==> config.mk <==
export PLATFORM = sky130hd
export DESIGN_NAME = fc_mac_stream_flat
export DESIGN_NICKNAME = d
export VERILOG_FILES = /design/src/rtl/fc_pkg.sv /design/src/rtl/fc_mac_stream_if.sv /design/src/rtl/fc_lane_dot.sv /design/src/rtl/fc_mac_stream.sv /design/src/flat_wrapper.sv
export SDC_FILE = /design/constraint.sdc
export NUM_CORES = 2
export LEC_CHECK = 0
export BUFFER_PORTS_ARGS = -buffer_cell sky130_fd_sc_hd__buf_2
export CORE_MARGIN = 5
export CORE_UTILIZATION = 55
export DETAILED_ROUTE_END_ITERATION = 10
export PLACE_DENSITY = 0.72
export REMOVE_ABC_BUFFERS = 1
export SLEW_MARGIN = 20
export SYNTH_ARGS = -nofsm -noshare
export SYNTH_HDL_FRONTEND = slang
export SYNTH_SLANG_ARGS = --single-unit
==> constraint.sdc <==
create_clock -name clk -period 13.9 [get_ports clk]
set_input_delay 0.695 -clock clk [delete_from_list [all_inputs] [get_ports clk]]
set_output_delay 0.695 -clock clk [all_outputs]
set_load 0.005 [all_outputs]
==> src/rtl/fc_pkg.sv <==
// Shared types and helpers for the fully-connected MAC engine:
// controller states, default widths and the output saturation function.
package fc_pkg;

   typedef enum logic [1:0] {
      IDLE,
      ACCUM,
      BIAS,
      OUT
   } state_t;

   localparam int DEF_IN_W = 30;
   localparam int DEF_W_W  = 9;
   localparam int DEF_B_W  = 9;

   // Working width of the saturation helper; callers sign-extend into it
   localparam int SAT_W = 128;

   function automatic logic signed [SAT_W-1:0] saturate(
      input logic signed [SAT_W-1:0] val,
      input int                      out_w
   );
      logic signed [SAT_W-1:0] hi;
      logic signed [SAT_W-1:0] lo;
      for (int i = 0; i < SAT_W; i++) begin
         hi[i] = (i < out_w - 1);
      end
      lo = ~hi;
      if (val > hi) begin
         return hi;
      end else if (val < lo) begin
         return lo;
      end
      return val;
   endfunction

endpackage

==> src/rtl/fc_mac_stream_if.sv <==
// Beat input and result output handshakes of the fully-connected MAC engine.
interface fc_mac_stream_if
   import fc_pkg::*;
#(
   parameter int LANES = 4,
   parameter int IN_W  = DEF_IN_W,
   parameter int W_W   = DEF_W_W,
   parameter int OUT_W = 38
);

   logic                     in_valid;
   logic                     in_ready;
   logic [LANES*IN_W-1:0]    in_data;
   logic [LANES*W_W-1:0]     w_data;
   logic                     out_valid;
   logic                     out_ready;
   logic signed [OUT_W-1:0]  out_data;

   modport master (
      output in_valid, in_data, w_data, out_ready,
      input  in_ready, out_valid, out_data
   );

   modport slave (
      input  in_valid, in_data, w_data, out_ready,
      output in_ready, out_valid, out_data
   );

endinterface

==> src/rtl/fc_lane_dot.sv <==
// Combinational LANES-wide signed dot product of one beat, each product
// sign-extended to the accumulator width before the adder tree.
module fc_lane_dot
   import fc_pkg::*;
#(
   parameter int IN_W  = DEF_IN_W,
   parameter int W_W   = DEF_W_W,
   parameter int LANES = 4,
   parameter int ACC_W = 52
) (
   input  logic [LANES*IN_W-1:0]   in_data,
   input  logic [LANES*W_W-1:0]    w_data,
   output logic signed [ACC_W-1:0] dot
);

   localparam int PROD_W = IN_W + W_W;

   logic signed [PROD_W-1:0] prod [LANES];

   for (genvar l = 0; l < LANES; l++) begin : g_lane
      assign prod[l] = PROD_W'($signed(in_data[l*IN_W +: IN_W]))
                     * PROD_W'($signed(w_data[l*W_W +: W_W]));
   end

   always_comb begin
      dot = '0;
      for (int l = 0; l < LANES; l++) begin
         dot = dot + ACC_W'(prod[l]);
      end
   end

endmodule

==> src/rtl/fc_mac_stream.sv <==
// Streaming fully-connected neuron: accumulates N_IN products LANES per beat,
// adds the bias, optionally applies ReLU and saturates to OUT_W.
module fc_mac_stream
   import fc_pkg::*;
#(
   parameter int IN_W  = DEF_IN_W,
   parameter int W_W   = DEF_W_W,
   parameter int B_W   = DEF_B_W,
   parameter int N_IN  = 3136,
   parameter int LANES = 4,
   parameter int ACC_W = 52,
   parameter int OUT_W = 38,
   parameter int RELU  = 0
) (
   input  logic                  clk,
   input  logic                  rst_n,
   input  logic                  start,
   input  logic                  abort,
   input  logic signed [B_W-1:0] bias,
   output logic                  busy,
   output logic                  done,
   fc_mac_stream_if.slave        bus
);

   localparam int BEATS = N_IN / LANES;
   localparam int CNT_W = (BEATS > 1) ? $clog2(BEATS) : 1;
   localparam logic [CNT_W-1:0] LAST = CNT_W'(BEATS - 1);

   if ((N_IN % LANES) != 0) begin : g_lanes_chk
      $error("fc_mac_stream: N_IN must be a multiple of LANES");
   end
   if (ACC_W < IN_W + W_W + $clog2(N_IN) + 1) begin : g_acc_chk
      $error("fc_mac_stream: ACC_W too narrow for IN_W, W_W and N_IN");
   end
   if (ACC_W + 1 > SAT_W) begin : g_sat_chk
      $error("fc_mac_stream: ACC_W exceeds saturation helper width");
   end

   state_t                  state;
   logic signed [ACC_W-1:0] acc;
   logic [CNT_W-1:0]        cnt;
   logic signed [B_W-1:0]   bias_q;
   logic signed [ACC_W-1:0] dot;
   logic signed [ACC_W:0]   sum_b;

   fc_lane_dot #(
      .IN_W  (IN_W),
      .W_W   (W_W),
      .LANES (LANES),
      .ACC_W (ACC_W)
   ) u_dot (
      .in_data (bus.in_data),
      .w_data  (bus.w_data),
      .dot     (dot)
   );

   // One guard bit so acc + bias cannot wrap before saturation
   always_comb begin
      sum_b = (ACC_W+1)'(acc) + (ACC_W+1)'(bias_q);
      if (RELU != 0 && sum_b < 0) begin
         sum_b = '0;
      end
   end

   always_ff @(posedge clk or negedge rst_n) begin
      if (!rst_n) begin
         state         <= IDLE;
         acc           <= '0;
         cnt           <= '0;
         bias_q        <= '0;
         bus.in_ready  <= 1'b0;
         bus.out_valid <= 1'b0;
         bus.out_data  <= '0;
         busy          <= 1'b0;
         done          <= 1'b0;
      end else begin
         done <= 1'b0;
         // abort outranks start, beats and the output handshake alike
         if (abort) begin
            state         <= IDLE;
            acc           <= '0;
            cnt           <= '0;
            bus.in_ready  <= 1'b0;
            bus.out_valid <= 1'b0;
            busy          <= 1'b0;
         end else begin
            case (state)
               IDLE: begin
                  if (start) begin
                     acc          <= '0;
                     cnt          <= '0;
                     bias_q       <= bias;
                     state        <= ACCUM;
                     bus.in_ready <= 1'b1;
                     busy         <= 1'b1;
                  end
               end
               ACCUM: begin
                  if (bus.in_valid) begin
                     acc <= acc + dot;
                     cnt <= cnt + CNT_W'(1);
                     if (cnt == LAST) begin
                        state        <= BIAS;
                        bus.in_ready <= 1'b0;
                     end
                  end
               end
               BIAS: begin
                  bus.out_data  <= OUT_W'(saturate(SAT_W'(sum_b), OUT_W));
                  bus.out_valid <= 1'b1;
                  state         <= OUT;
               end
               OUT: begin
                  if (bus.out_ready) begin
                     bus.out_valid <= 1'b0;
                     done          <= 1'b1;
                     busy          <= 1'b0;
                     state         <= IDLE;
                  end
               end
               default: state <= IDLE;
            endcase
         end
      end
   end

endmodule

==> src/flat_wrapper.sv <==
// flat-port wrapper written by rule: the top's interface ports become plain ports
module fc_mac_stream_flat import fc_pkg::*;
#(
   parameter int IN_W  = DEF_IN_W,
   parameter int W_W   = DEF_W_W,
   parameter int B_W   = DEF_B_W,
   parameter int N_IN  = 3136,
   parameter int LANES = 4,
   parameter int ACC_W = 52,
   parameter int OUT_W = 38,
   parameter int RELU  = 0
)
  (clk, rst_n, start, abort, bias, busy, done, bus_in_valid, bus_in_data, bus_w_data, bus_out_ready, bus_in_ready, bus_out_valid, bus_out_data);
  fc_mac_stream_if #(.LANES(LANES), .IN_W(IN_W), .W_W(W_W), .OUT_W(OUT_W)) bus_i ();
  input  logic clk;
  input  logic rst_n;
  input  logic start;
  input  logic abort;
  input  logic signed [B_W-1:0] bias;
  output logic busy;
  output logic done;
  input wire logic [$bits(bus_i.in_valid)-1:0] bus_in_valid;
  input wire logic [$bits(bus_i.in_data)-1:0] bus_in_data;
  input wire logic [$bits(bus_i.w_data)-1:0] bus_w_data;
  input wire logic [$bits(bus_i.out_ready)-1:0] bus_out_ready;
  output wire logic [$bits(bus_i.in_ready)-1:0] bus_in_ready;
  output wire logic [$bits(bus_i.out_valid)-1:0] bus_out_valid;
  output wire logic [$bits(bus_i.out_data)-1:0] bus_out_data;
  assign bus_i.in_valid = bus_in_valid;
  assign bus_i.in_data = bus_in_data;
  assign bus_i.w_data = bus_w_data;
  assign bus_i.out_ready = bus_out_ready;
  assign bus_in_ready = bus_i.in_ready;
  assign bus_out_valid = bus_i.out_valid;
  assign bus_out_data = bus_i.out_data;
  fc_mac_stream #(.IN_W(IN_W), .W_W(W_W), .B_W(B_W), .N_IN(N_IN), .LANES(LANES), .ACC_W(ACC_W), .OUT_W(OUT_W), .RELU(RELU)) u_core (.clk(clk), .rst_n(rst_n), .start(start), .abort(abort), .bias(bias), .busy(busy), .done(done), .bus(bus_i));
endmodule
After elaboration in Yosys (flattened, before gate mapping). Cells that the tools add are included.

Add/sub/neg operators: 6. $mul: 4. $lt $le $gt $ge: 2. Equal/unequal tests: 8. Muxes and demuxes: 34. Bitwise operators: 1. Reductions and logical operators: 11.

Operators by type and width (count): $mul 30x9->39 (4); $mux 52 (3); $mux 38 (3); $pmux 52 s2 (1); $add 52x9->53 (1); $gt 53x38->1 const B (1); $lt 53x38->1 const B (1); $add 52x42->52 (1); $add 41x39->42 (1); $add 40x39->41 (1); $add 39x39->40 (1); $mux 10 (3); $pmux 10 s2 (1); $mux 1 (14); $add 10x1->10 const B (1); $eq 10x10->1 const B (1); $mux 2 (5); $ne 3x3->1 const B (3); $reduce_and 3->1 (3); $reduce_bool 3->1 (3); $pmux 2 s4 (1); $reduce_and 4->1 (2); $pmux 1 s2 (3); $eq 2x2->1 const B (2); 5 further kinds (6).

Bits in registers: 115. Output and inout port bits: 42. Logic and storage cells: 75.

Depth between registers and ports, before layout.
Depth after elaboration: 8. Gate-level depth with buffers: 31. Depth with buffers taken out: 29.

Cells and area by module. Synthesis repeated with hierarchy kept, for this count alone.

Cell total of the unflattened synthesis: 5231. Area, all modules: 46824.9 um^2.

By module, submodules not included: fc_lane_dot (times used 1, cells each 3907, area an instance 36098.4 um^2, sequential area each 0.0 um^2); fc_mac_stream (times used 1, cells each 1324, area an instance 10726.5 um^2, sequential area each 2877.8 um^2).

Least setup slack after synthesis. OpenSTA, ideal clock, no wires.

Path type: input to register. From: input port bus_w_data[27]. To: register u_core.acc[47]. Arrival: 7.857 ns. Required time: 13.817 ns. Setup slack: 5.960 ns. Stages on the path: 30. Cells stage by stage: clkbuf_1 nand2_1 fa_1 inv_1 fa_1 inv_1 fa_1 inv_1 fa_1 inv_1 fa_1 inv_1 fa_1 fa_1 inv_1 fa_1 inv_1 ha_1 clkbuf_1 and4_1 nand4_1 or4_1 a21oi_1 nor3_1 o31ai_1 a41oi_1 o21ai_0 a21oi_1 xor2_1 o21ai_0.

Cells in the longest elaborated chain, start to end: 6.

Ends and longest elaborated chain: from (decl) (RTL line flat_wrapper.sv:24) `input wire logic [$bits(bus_i.w_data)-1:0] bus_w_data;`; $mul 30x9->39 (RTL line fc_lane_dot.sv:22) `* PROD_W'($signed(w_data[l*W_W +: W_W]));`; $add 41x39->42 (RTL line fc_lane_dot.sv:28) `dot = dot + ACC_W'(prod[l]);`; $add 52x42->52 (RTL line fc_mac_stream.sv:100) `acc <= acc + dot;`; $mux 52 (RTL line fc_mac_stream.sv:99) `if (bus.in_valid) begin`; $pmux 52 s2 (RTL line fc_mac_stream.sv:87) `case (state)`; $mux 52 (RTL line fc_mac_stream.sv:79) `if (abort) begin`; to (signal assigned) (RTL line fc_mac_stream.sv:100); to (decl) (RTL line fc_mac_stream.sv:40) `logic signed [ACC_W-1:0] acc;`.

No other way between the ends. The select of a mux whose other input is x is not followed. A chain may end at the register's enable or synchronous reset.

Worst setup path after layout.
From: input port bus_w_data[26]. To: register u_core.acc[47].

Cells in the longest elaborated chain, start to end: 7.

Ends and longest elaborated chain (RTL line): $mul 30x9->39 (fc_lane_dot.sv:22); $add 40x39->41 (fc_lane_dot.sv:28); $add 41x39->42 (fc_lane_dot.sv:28); $add 52x42->52 (fc_mac_stream.sv:100); $mux 52 (fc_mac_stream.sv:99); $pmux 52 s2 (fc_mac_stream.sv:87); $mux 52 (fc_mac_stream.sv:79).

No other way between the ends. The select of a mux whose other input is x is not followed.

==> flow_metrics.tcl <==
set metrics [dict create \
    finalHoldViolations 0 \
    finalSetupTns_ps 0 \
    antenna_found_initial 26 \
    max_stage_delay_ps 680 \
    finalCriticalPeriod_ps 9370 \
    grt_max_degree 73 \
    ys_types 83 \
    dp_hpwl_mm 106 \
    crit_required_ps 14180 \
    syn_to_final_growth_pct 4.59 \
    finalCritPeriodShare_pct 67.4 \
    clk_pin_slew_worst_paths_ps 70 \
    setup_violations 0 \
    routedWlPerCell_um 19.0 \
    drv_slew 0 \
    dieArea_sq_um 91600 \
    syn-mean-instance-area_sq_um 9.23 \
    cts_tree "yes" \
    async_flop_share_pct 100 \
    cts_setup_buffers 0 \
    overflow 0 \
    coreArea_sq_um 85100 \
    cp-start-kind "primary input" \
    htree_levels 4 \
    hold_path_class "primary input to asynchronous set/reset pin" \
    clock_skew_ps 16.6 \
    tightest_slew_ps 928 \
    yosys_register_bits 115 \
    slew_headroom_pct 38.2 \
    clkLatencyLatePin_ps 430 \
    critPathKind "primary input to flip-flop" \
    clkSinkCount 115 \
    fillCellCount 7526 \
    ios 213 \
    end_kind "flip-flop" \
    ctsLongestPathBuffers 2 \
    start_util_pct 55.4 \
    synth-edff-count 0 \
    r2r_slack_ps 6590 \
    first_pass_iters 5 \
    crit_slowest_cell "a221oi_1" \
    die_x_um 303 \
    layout_commonest_cell "inv_1" \
    rsz0062_at_grt "no" \
    wl_mm 119 \
    cts_hold_buf 0 \
    via_per_inst 5.44 \
    drc 0 \
    cts-root-buf "clkbuf_16" \
    fmax_mhz 107 \
    grt_first_pass_wirelength_mm 198 \
    status "complete, no violations" \
    drive_above_1_share_pct 6.26 \
    grt_pass1_vias 37100 \
    grt.total_usage_pct 27.1 \
    fp-row-count 107 \
    cts_buffers 17 \
    place_congestion 0.925 \
    final_cell_mix "inv_1, fa_1, nand2_1, and2_1, ha_1" \
    crit_path_max_fanout 24 \
    drtIter0Drc 2128 \
    port_buffers 212 \
    ys_seq_area_share_pct 6.11 \
    nets 6727 \
    post_cts_resized 0 \
    vias 34100 \
    synthesis.area_sq_um 47100 \
    synthFlopType "dfrtp_1" \
    path_common_cell "fa_1" \
    yosysWarningCount 0 \
    synth_cells 5107 \
    maxCapViolations 0 \
    fp.dieH_um 303 \
    drtAntennaViolNets 0 \
    crit_arrival_ps 9650 \
]
## cell families after synthesis
group / count (synthesis) / synth area share (%)
and+or+nand+nor: 1466 / 14.7
buffers and inverters: 1483 / 11.9
muxes: 12 / 0.281
DFF: 115 / 6.11
adders and majority gates: 1470 / 58.1
AOI/OAI and AO/OA: 460 / 7.02
xor gates and xnor gates: 101 / 1.88
## worst max-delay path: cells and delay by family
family	cells	cell delay (ps)
AO/OA/AOI/OAI	9	2290
XOR/XNOR	1	170
adder cells (fa/ha/maj)	9	4200
buffers and inverters	6	1420
AND/OR/NAND/NOR	2	840
## cell type report
type	count	area, sq um	share of cell area [%]
Clock buffer	18	439	0.891
Multi-Input combinational cell	3509	38700	78.4
Timing Repair Buffer	219	1120	2.26
Clock inverter	14	131	0.267
Sequential cell	115	2880	5.84
Inverter	1224	4590	9.32
Tap cell	1144	1430	2.90
Antenna cell	19	47.5	0.0965
## final timing paths
check / startpoint / end / depth (start not counted)
setup / recovery: bus_w_data[26] / u_core.acc[47]$_DFFE_PN0P_ / 27
hold reg to reg: u_core.bus.out_data[37]$_DFFE_PN0P_ / u_core.bus.out_data[37]$_DFFE_PN0P_ / 2
min in group clk: u_core.bus.out_data[37]$_DFFE_PN0P_ / u_core.bus.out_data[37]$_DFFE_PN0P_ / 2
setup reg to reg: u_core.acc[9]$_DFFE_PN0P_ / u_core.acc[47]$_DFFE_PN0P_ / 25
hold / removal: rst_n / u_core.bus.out_valid$_DFFE_PN0P_ / 1
max in group asynchronous: rst_n / u_core.acc[38]$_DFFE_PN0P_ / 2
## synthesized netlist by cell type (26+ instances only)
master	instances	area, sq um
nand4_1	33	206
nand2b_1	84	526
o311ai_2	26	423
inv_1	1224	4590
o21ai_0	102	510
a21o_1	45	338
clkbuf_1	243	912
nor2_1	93	349
nor2b_1	44	275
ha_1	274	3430
fa_1	1196	23900
nand2_1	817	3070
xor2_1	45	394
dfrtp_1	115	2880
and2_1	312	1950
xnor2_1	56	490
a21oi_1	113	566
## metrics by stage
step / cell area, sq um / utilization, % / cells / hold slack (ps) / setup WS [ps]
after CTS: 49200 / 57.8 / 6243 / 377 / 4690
final: 49300 / 57.9 / 6262 / 342 / 4530
after detailed placement: 48700 / 57.2 / 6211 / 468 / 4280
after global routing: 49300 / 57.9 / 6252 / 417 / 4330
after floorplan: 46100 / - / 4848 / 399 / 6250
after global placement: 48700 / 57.2 / 6211 / 462 / 4440
## flip-flops by register name (all words and copies together) (netlist names)
register	cells
u_core.bus.in_ready	1
u_core.bias_q	9
u_core.bus.out_data	38
u_core.state	2
u_core.cnt	10
u_core.busy	1
u_core.done	1
u_core.bus.out_valid	1
u_core.acc	52
## routing by layer
metal / routed length (um) / track usage [%] / up-vias
met5: 93 / 0 / -
li1: - / - / 15000
met4: 3220 / 6.98 / 16
met1: 49300 / 37.1 / 17700
met3: 7990 / 4.63 / 252
met2: 58400 / 45.6 / 1088
Power is left out: the tool's default activity adds up to more than one toggle a clock period on the data nets, which glitch-free logic cannot reach.
